## config.mk

```make
export PLATFORM = sky130hd
export DESIGN_NAME = muldiv_module
export DESIGN_NICKNAME = d
export VERILOG_FILES = /design/src/rtl/muldiv_module.sv
export SDC_FILE = /design/constraint.sdc
export NUM_CORES = 1
export LEC_CHECK = 0
export CAP_MARGIN = 25
export CORE_MARGIN = 2
export CORE_UTILIZATION = 25
export CTS_CLUSTER_DIAMETER = 80
export DETAILED_ROUTE_END_ITERATION = 16
export SETUP_SLACK_MARGIN = 0.05
export SYNTH_ARGS = -nofsm -noshare
export SYNTH_HDL_FRONTEND = slang
export SYNTH_SLANG_ARGS = --single-unit
```

## constraint.sdc

```tcl
create_clock -name clk -period 4.4 [get_ports clk]
set_input_delay 0.44 -clock clk [delete_from_list [all_inputs] [get_ports clk]]
set_output_delay 0.44 -clock clk [all_outputs]
set_load 0.05 [all_outputs]
```

## src/rtl/muldiv_module.sv

```systemverilog
// muldiv_module: iterative RV32M/RV64M multiply/divide unit that produces one result bit per cycle.
// Optional build macro MULDIV_FAST_MUL_EN: multiplies use a single-cycle combinational multiplier.
module muldiv_module #(
    parameter int XLEN = 32
) (
    input  logic            clk,
    input  logic            reset,
    input  logic            muldiv_input_valid,
    output logic            muldiv_input_ready,
    input  logic [2:0]      muldiv_input_op,
    input  logic [XLEN-1:0] muldiv_input_a,
    input  logic [XLEN-1:0] muldiv_input_b,
    input  logic            muldiv_input_flush,
    output logic            muldiv_output_valid,
    input  logic            muldiv_output_ready,
    output logic [XLEN-1:0] muldiv_output_result,
    output logic            muldiv_output_busy,
    output logic [1:0]      muldiv_debug_state
);
    // Handshake: input transfers on an edge with input_valid && input_ready && !flush;
    // output transfers on an edge with output_valid && output_ready; valid never drops
    // before its transfer except on reset or flush.
    localparam int CNT_W = $clog2(XLEN) + 1;
    localparam logic [XLEN-1:0] MIN_VAL = {1'b1, {(XLEN-1){1'b0}}};

    typedef enum logic [1:0] {
        S_IDLE = 2'd0,
        S_CALC = 2'd1,
        S_FIX  = 2'd2,
        S_DONE = 2'd3
    } state_e;

    state_e              state_q;
    logic [2:0]          op_q;
    logic [XLEN-1:0]     a_q;
    logic [XLEN-1:0]     mcand_q;
    logic [2*XLEN-1:0]   prod_q;
    logic [CNT_W-1:0]    cnt_q;
    logic                a_neg_q;
    logic                b_neg_q;
    logic                div0_q;
    logic                ovf_q;
    logic                fix_wait_q;
    logic                valid_q;
    logic [XLEN-1:0]     result_q;

    // Operand decode, only consumed on the accept edge.
    logic                in_is_div;
    logic                in_a_signed;
    logic                in_b_signed;
    logic                in_a_neg;
    logic                in_b_neg;
    logic [XLEN-1:0]     in_abs_a;
    logic [XLEN-1:0]     in_abs_b;
    logic                in_div0;
    logic                in_ovf;
    logic                in_fast;
    logic                in_skip;
    logic                accept;

    always_comb begin
        in_is_div   = muldiv_input_op[2];
        in_a_signed = (muldiv_input_op == 3'd1) || (muldiv_input_op == 3'd2) ||
                      (muldiv_input_op == 3'd4) || (muldiv_input_op == 3'd6);
        in_b_signed = (muldiv_input_op == 3'd1) || (muldiv_input_op == 3'd4) ||
                      (muldiv_input_op == 3'd6);
        in_a_neg    = in_a_signed && muldiv_input_a[XLEN-1];
        in_b_neg    = in_b_signed && muldiv_input_b[XLEN-1];
        in_abs_a    = in_a_neg ? (~muldiv_input_a + 1'b1) : muldiv_input_a;
        in_abs_b    = in_b_neg ? (~muldiv_input_b + 1'b1) : muldiv_input_b;
        in_div0     = in_is_div && (muldiv_input_b == '0);
        in_ovf      = in_is_div && !muldiv_input_op[0] &&
                      (muldiv_input_a == MIN_VAL) && (muldiv_input_b == '1);
`ifdef MULDIV_FAST_MUL_EN
        in_fast     = !in_is_div;
`else
        in_fast     = 1'b0;
`endif
        in_skip     = in_div0 || in_ovf || in_fast;
        accept      = (state_q == S_IDLE) && muldiv_input_valid && !muldiv_input_flush;
    end

    // One iteration of shift-add multiply and restoring divide over prod_q.
    // Multiply: prod_q = {partial, multiplier}; divide: prod_q = {remainder, dividend/quotient}.
    logic [XLEN:0]       mul_sum;
    logic [2*XLEN-1:0]   mul_next_d;
    logic [XLEN:0]       div_shift;
    logic [XLEN:0]       div_diff;
    logic [2*XLEN-1:0]   div_next_d;
    logic [2*XLEN-1:0]   prod_next_d;

    always_comb begin
        mul_sum    = {1'b0, prod_q[2*XLEN-1:XLEN]} + (prod_q[0] ? {1'b0, mcand_q} : '0);
        mul_next_d = {mul_sum, prod_q[XLEN-1:1]};
        div_shift  = {prod_q[2*XLEN-1:XLEN], prod_q[XLEN-1]};
        div_diff   = div_shift - {1'b0, mcand_q};
        if (div_diff[XLEN]) begin
            div_next_d = {div_shift[XLEN-1:0], prod_q[XLEN-2:0], 1'b0};
        end else begin
            div_next_d = {div_diff[XLEN-1:0], prod_q[XLEN-2:0], 1'b1};
        end
        prod_next_d = op_q[2] ? div_next_d : mul_next_d;
    end

`ifdef MULDIV_FAST_MUL_EN
    logic [2*XLEN-1:0]   fast_prod;
    assign fast_prod = {{XLEN{1'b0}}, mcand_q} * {{XLEN{1'b0}}, prod_q[XLEN-1:0]};
`endif

    // Sign correction and half/quotient/remainder selection.
    logic [2*XLEN-1:0]   prod_fix;
    logic [XLEN-1:0]     quot_fix;
    logic [XLEN-1:0]     rem_fix;
    logic [XLEN-1:0]     result_d;

    always_comb begin
        prod_fix = (a_neg_q ^ b_neg_q) ? (~prod_q + 1'b1) : prod_q;
        quot_fix = (a_neg_q ^ b_neg_q) ? (~prod_q[XLEN-1:0] + 1'b1) : prod_q[XLEN-1:0];
        rem_fix  = a_neg_q ? (~prod_q[2*XLEN-1:XLEN] + 1'b1) : prod_q[2*XLEN-1:XLEN];
        result_d = '0;
        case (op_q)
            3'd0: result_d = prod_fix[XLEN-1:0];
            3'd1, 3'd2, 3'd3: result_d = prod_fix[2*XLEN-1:XLEN];
            3'd4, 3'd5: begin
                if (div0_q) begin
                    result_d = '1;
                end else if (ovf_q) begin
                    result_d = MIN_VAL;
                end else begin
                    result_d = quot_fix;
                end
            end
            default: begin
                if (div0_q) begin
                    result_d = a_q;
                end else if (ovf_q) begin
                    result_d = '0;
                end else begin
                    result_d = rem_fix;
                end
            end
        endcase
    end

    always_ff @(posedge clk) begin
        if (reset) begin
            state_q    <= S_IDLE;
            op_q       <= '0;
            a_q        <= '0;
            mcand_q    <= '0;
            prod_q     <= '0;
            cnt_q      <= '0;
            a_neg_q    <= 1'b0;
            b_neg_q    <= 1'b0;
            div0_q     <= 1'b0;
            ovf_q      <= 1'b0;
            fix_wait_q <= 1'b0;
            valid_q    <= 1'b0;
            result_q   <= '0;
        end else begin
            case (state_q)
                S_IDLE: begin
                    if (accept) begin
                        op_q    <= muldiv_input_op;
                        a_q     <= muldiv_input_a;
                        a_neg_q <= in_a_neg;
                        b_neg_q <= in_b_neg;
                        div0_q  <= in_div0;
                        ovf_q   <= in_ovf;
                        cnt_q   <= CNT_W'(XLEN);
                        if (in_is_div) begin
                            mcand_q <= in_abs_b;
                            prod_q  <= {{XLEN{1'b0}}, in_abs_a};
                        end else begin
                            mcand_q <= in_abs_a;
                            prod_q  <= {{XLEN{1'b0}}, in_abs_b};
                        end
                        // Shortcut ops spend two FIX cycles: one to settle the
                        // product register, one to register the selected result.
                        if (in_skip) begin
                            fix_wait_q <= 1'b1;
                            state_q    <= S_FIX;
                        end else begin
                            fix_wait_q <= 1'b0;
                            state_q    <= S_CALC;
                        end
                    end
                end
                S_CALC: begin
                    if (muldiv_input_flush) begin
                        state_q <= S_IDLE;
                    end else begin
                        prod_q <= prod_next_d;
                        cnt_q  <= cnt_q - 1'b1;
                        if (cnt_q == CNT_W'(1)) begin
                            state_q <= S_FIX;
                        end
                    end
                end
                S_FIX: begin
                    if (muldiv_input_flush) begin
                        fix_wait_q <= 1'b0;
                        state_q    <= S_IDLE;
                    end else if (fix_wait_q) begin
                        fix_wait_q <= 1'b0;
`ifdef MULDIV_FAST_MUL_EN
                        if (!op_q[2]) begin
                            prod_q <= fast_prod;
                        end
`endif
                    end else begin
                        result_q <= result_d;
                        valid_q  <= 1'b1;
                        state_q  <= S_DONE;
                    end
                end
                S_DONE: begin
                    if (muldiv_input_flush || muldiv_output_ready) begin
                        valid_q <= 1'b0;
                        state_q <= S_IDLE;
                    end
                end
                default: state_q <= S_IDLE;
            endcase
        end
    end

    assign muldiv_input_ready   = (state_q == S_IDLE);
    assign muldiv_output_busy   = (state_q != S_IDLE);
    assign muldiv_output_valid  = valid_q;
    assign muldiv_output_result = result_q;
    assign muldiv_debug_state   = state_q;

endmodule
```

==> metrics <==
Chip Width=254 um; via count=approximately 17k; GRT Total Usage=0.189; Post-synth EDFFs=0; VDD IR max=0.330 mV; fin crit period=3.88 ns; Layout Nets=2338; FFs w/ async S/R, synth=0; max-cap violations=0; CP Data Required Time=4.78 ns; initial core utilization=0.253; Setup Skew=0.0235 ns; critical path fanouts, max=16; sequential share of power=0.294; area leader, netlist=dfxtp_1; switching portion of total power=0.474; Sinks on Clock Net=177; Synth area leaders=dfxtp_1 23%, xnor2_1 7.4%, nand2_1 7.1%; Finish-stage setup viols=0; part of the power in the clock network=0.217; Mean Syn Cell Area=about 7.2 um^2; layout cells sized above 1=0.0580; final worst path period share=0.883; Hold-fix buffers, CTS=0; YS warnings=0; WL final=62000 um; Worst Setup End Kind=flop; sequential area share after synthesis=0.227; pins over their slew limit=0; unrepaired setup endpoints after global routing=false; CTS buffer count=17; first-pass GRT wire length=92800 um; Worst Setup SP=prod_q[32]; Post-Syn Instances=2170; Synth top area share=0.227; Avg WL per Cell=20.4 um; FF-to-FF path depth=12; area of the multi-input gates=approximately 11000 um^2; Worst EP arrival=4.26 ns; FF/Latch Area=3540 um^2; number of primary I/O pins=109; CTS root buf=clkbuf_16; flop-to-flop setup slack=0.52 ns; crit path launch type=flop; Max-slew headroom=0.302; Setup Buffers After CTS=0; post-route setup TNS=0 ns; status=finished clean; Pwr Total=~7.4 mW; min-delay worst type=flop to flop; Synth Cell Area=15600 um^2; TritonRoute pass-1 iters=6; CTS clk-pin slew, worst paths=roughly 0.080 ns; Synth cell types=72; DIE AREA=64600 um^2; row cnt=between 90 and 100; Final GP Congestion=slightly below 1; P_sw=3.53 mW; syn nets=2315; die height=between 200 and 300 um; post-route ant nets=0; crit path to=prod_q[32]; antenna violations before repair=0; vias in the first global route=between 10k and 15k; Leakage=approximately 6.6 nW; final hold vios=0; Core Footprint=61800 um^2; DR iter-0 viols=1914; Place WS=0.589 ns; r2r endpoint=prod_q[32]; Internal=between 3 and 4 mW; top-count cell post-synth=nand2_1; dominant synthesized flop cell=dfxtp_1; share of total power in combinational logic=0.489; Worst Hold Launch=mcand_q[12]; pwr dens=approximately 410 nW/um^2; DP Wirelength=48300 um; Seq cells post-synth=between 150 and 200; htree depth=4; post_cts resized=0; CTS tree=yes; final setup margin=approximately 0.52 ns; Clock Latency Late Sink=0.48 ns; DRC errors left=0; Max clock buf depth=2; RR Startpoint=prod_q[32]; Fillers=between 6k and 7k; f_max=~260 MHz; vias per cell=5.42; n_diodes=0; Remaining Overflow, GRT=0; worst slew pin tran=1.05 ns; port buffer count=108; Post-synth top cells=296 x nand2_1, 214 x nor2_1, 195 x a21oi_1, 177 x dfxtp_1, 139 x clkbuf_1; largest net degree at the start of global routing=94; Area Overhead vs Synth=16.5%; CP Class=flop to flop
==> through the flow <==
stage	instance area [um^2]	hold slack [ns]	util	instances
floorplan	15600	0.432	-	2170
global placement	17600	0.439	0.284	3010
detailed placement	17600	0.447	0.285	3011
CTS	18200	0.458	0.295	3043
global route	18200	0.463	0.295	3043
finish	18200	0.454	0.295	3043
==> flip-flops by register name, indices dropped and copies added (netlist names) <==
name,flops
mcand_q,32
a_neg_q,1
muldiv_output_result,32
op_q,3
ovf_q,1
prod_q,64
div0_q,1
cnt_q,6
a_q,32
fix_wait_q,1
muldiv_output_valid,1
muldiv_debug_state,2
b_neg_q,1
==> worst min-delay path by stage <==
stage                  endpoint  cells past startpoint
floorplan            mcand_q[6]                      2
global placement    mcand_q[11]                      2
detailed placement  mcand_q[30]                      2
CTS                 mcand_q[10]                      2
global route        mcand_q[29]                      2
finish              mcand_q[12]                      2
==> cells in the final DEF (no fill, tap or decap), types with 13 or more instances in the layout <==
| master | netlist | routed |
|---|---|---|
| a211oi_1 | 28 | 27 |
| a21o_1 | 24 | 24 |
| a21oi_1 | 195 | 195 |
| a221oi_1 | 41 | 41 |
| a22oi_1 | 15 | 15 |
| a311oi_1 | 13 | 13 |
| buf_4 | 1 | 53 |
| clkbuf_16 | 0 | 17 |
| clkdlybuf4s50_1 | 0 | 106 |
| dfxtp_1 | 177 | 176 |
| ha_1 | 71 | 71 |
| inv_1 | 66 | 66 |
| mux2i_1 | 63 | 63 |
| nand2_1 | 296 | 296 |
| nand2b_1 | 17 | 17 |
| nand3_1 | 36 | 36 |
| nand4_1 | 19 | 19 |
| nor2_1 | 214 | 212 |
| nor2b_1 | 17 | 17 |
| nor3_1 | 62 | 60 |
| nor4_1 | 35 | 35 |
| o211ai_1 | 39 | 39 |
| o21ai_0 | 100 | 100 |
| o21ai_1 | 38 | 38 |
| o221ai_1 | 22 | 22 |
| o31ai_1 | 27 | 27 |
| o41ai_1 | 14 | 14 |
| or2_2 | 13 | 13 |
| or3_1 | 14 | 14 |
| or4_1 | 13 | 13 |
| xnor2_1 | 133 | 133 |
| xor2_1 | 73 | 72 |
==> metal layers <==
layer,vias up,GRT usage,share of wire
met5,-,0,0
met4,0,0.0723,0.039
met3,113,0.0394,0.089
met2,779,0.276,0.42
met1,7708,0.270,0.45
li1,7902,-,-
==> power by group through the flow <==
stage | sequential (mW) | clock, mW | combinational [mW]
finish | 2.19 | 1.62 | 3.64
global route | 2.21 | 1.70 | 3.92
CTS | 2.17 | 1.65 | 3.56
detailed placement | 2.20 | 0 | 3.55
global placement | 2.20 | 0 | 3.55
floorplan | 2.17 | 0 | 2.39
==> cells by family (layout without fill, tap and decap cells) <==
group                    after synthesis  in the layout  share of synthesized area
XOR/XNOR                             206            206                      0.115
buffers and inverters                224            260                     0.0547
AND/OR/NAND/NOR                      776            776                      0.228
flip-flops                           177            177                      0.227
multiplexers                          70             70                     0.0454
adder cells (fa/ha/maj)               73             73                     0.0594
AO/OA/AOI/OAI                        644            644                      0.271
==> worst max-delay path, stage by stage, from the launching register on <==
cell and delay [ns]:
dfxtp_1 0.44, inv_1 0.18, fa_1 0.46, nand2b_1 0.18
a211oi_1 0.32, o21ai_1 0.18, a2111oi_0 0.60, o21a_1 0.24
o21ai_1 0.19, nand2_1 0.15, buf_4 0.31, mux2_2 0.38
o221ai_1 0.15
==> cell type report <==
type,count,area share
clock buffers,17,0.0233
multi-input cells,1769,0.619
flip-flops and latches,177,0.195
repair buffers,160,0.0803
clock inverters,15,0.0111
well taps,837,0.0575
inverters,68,0.0140
Power figures use the tool's default switching activity.
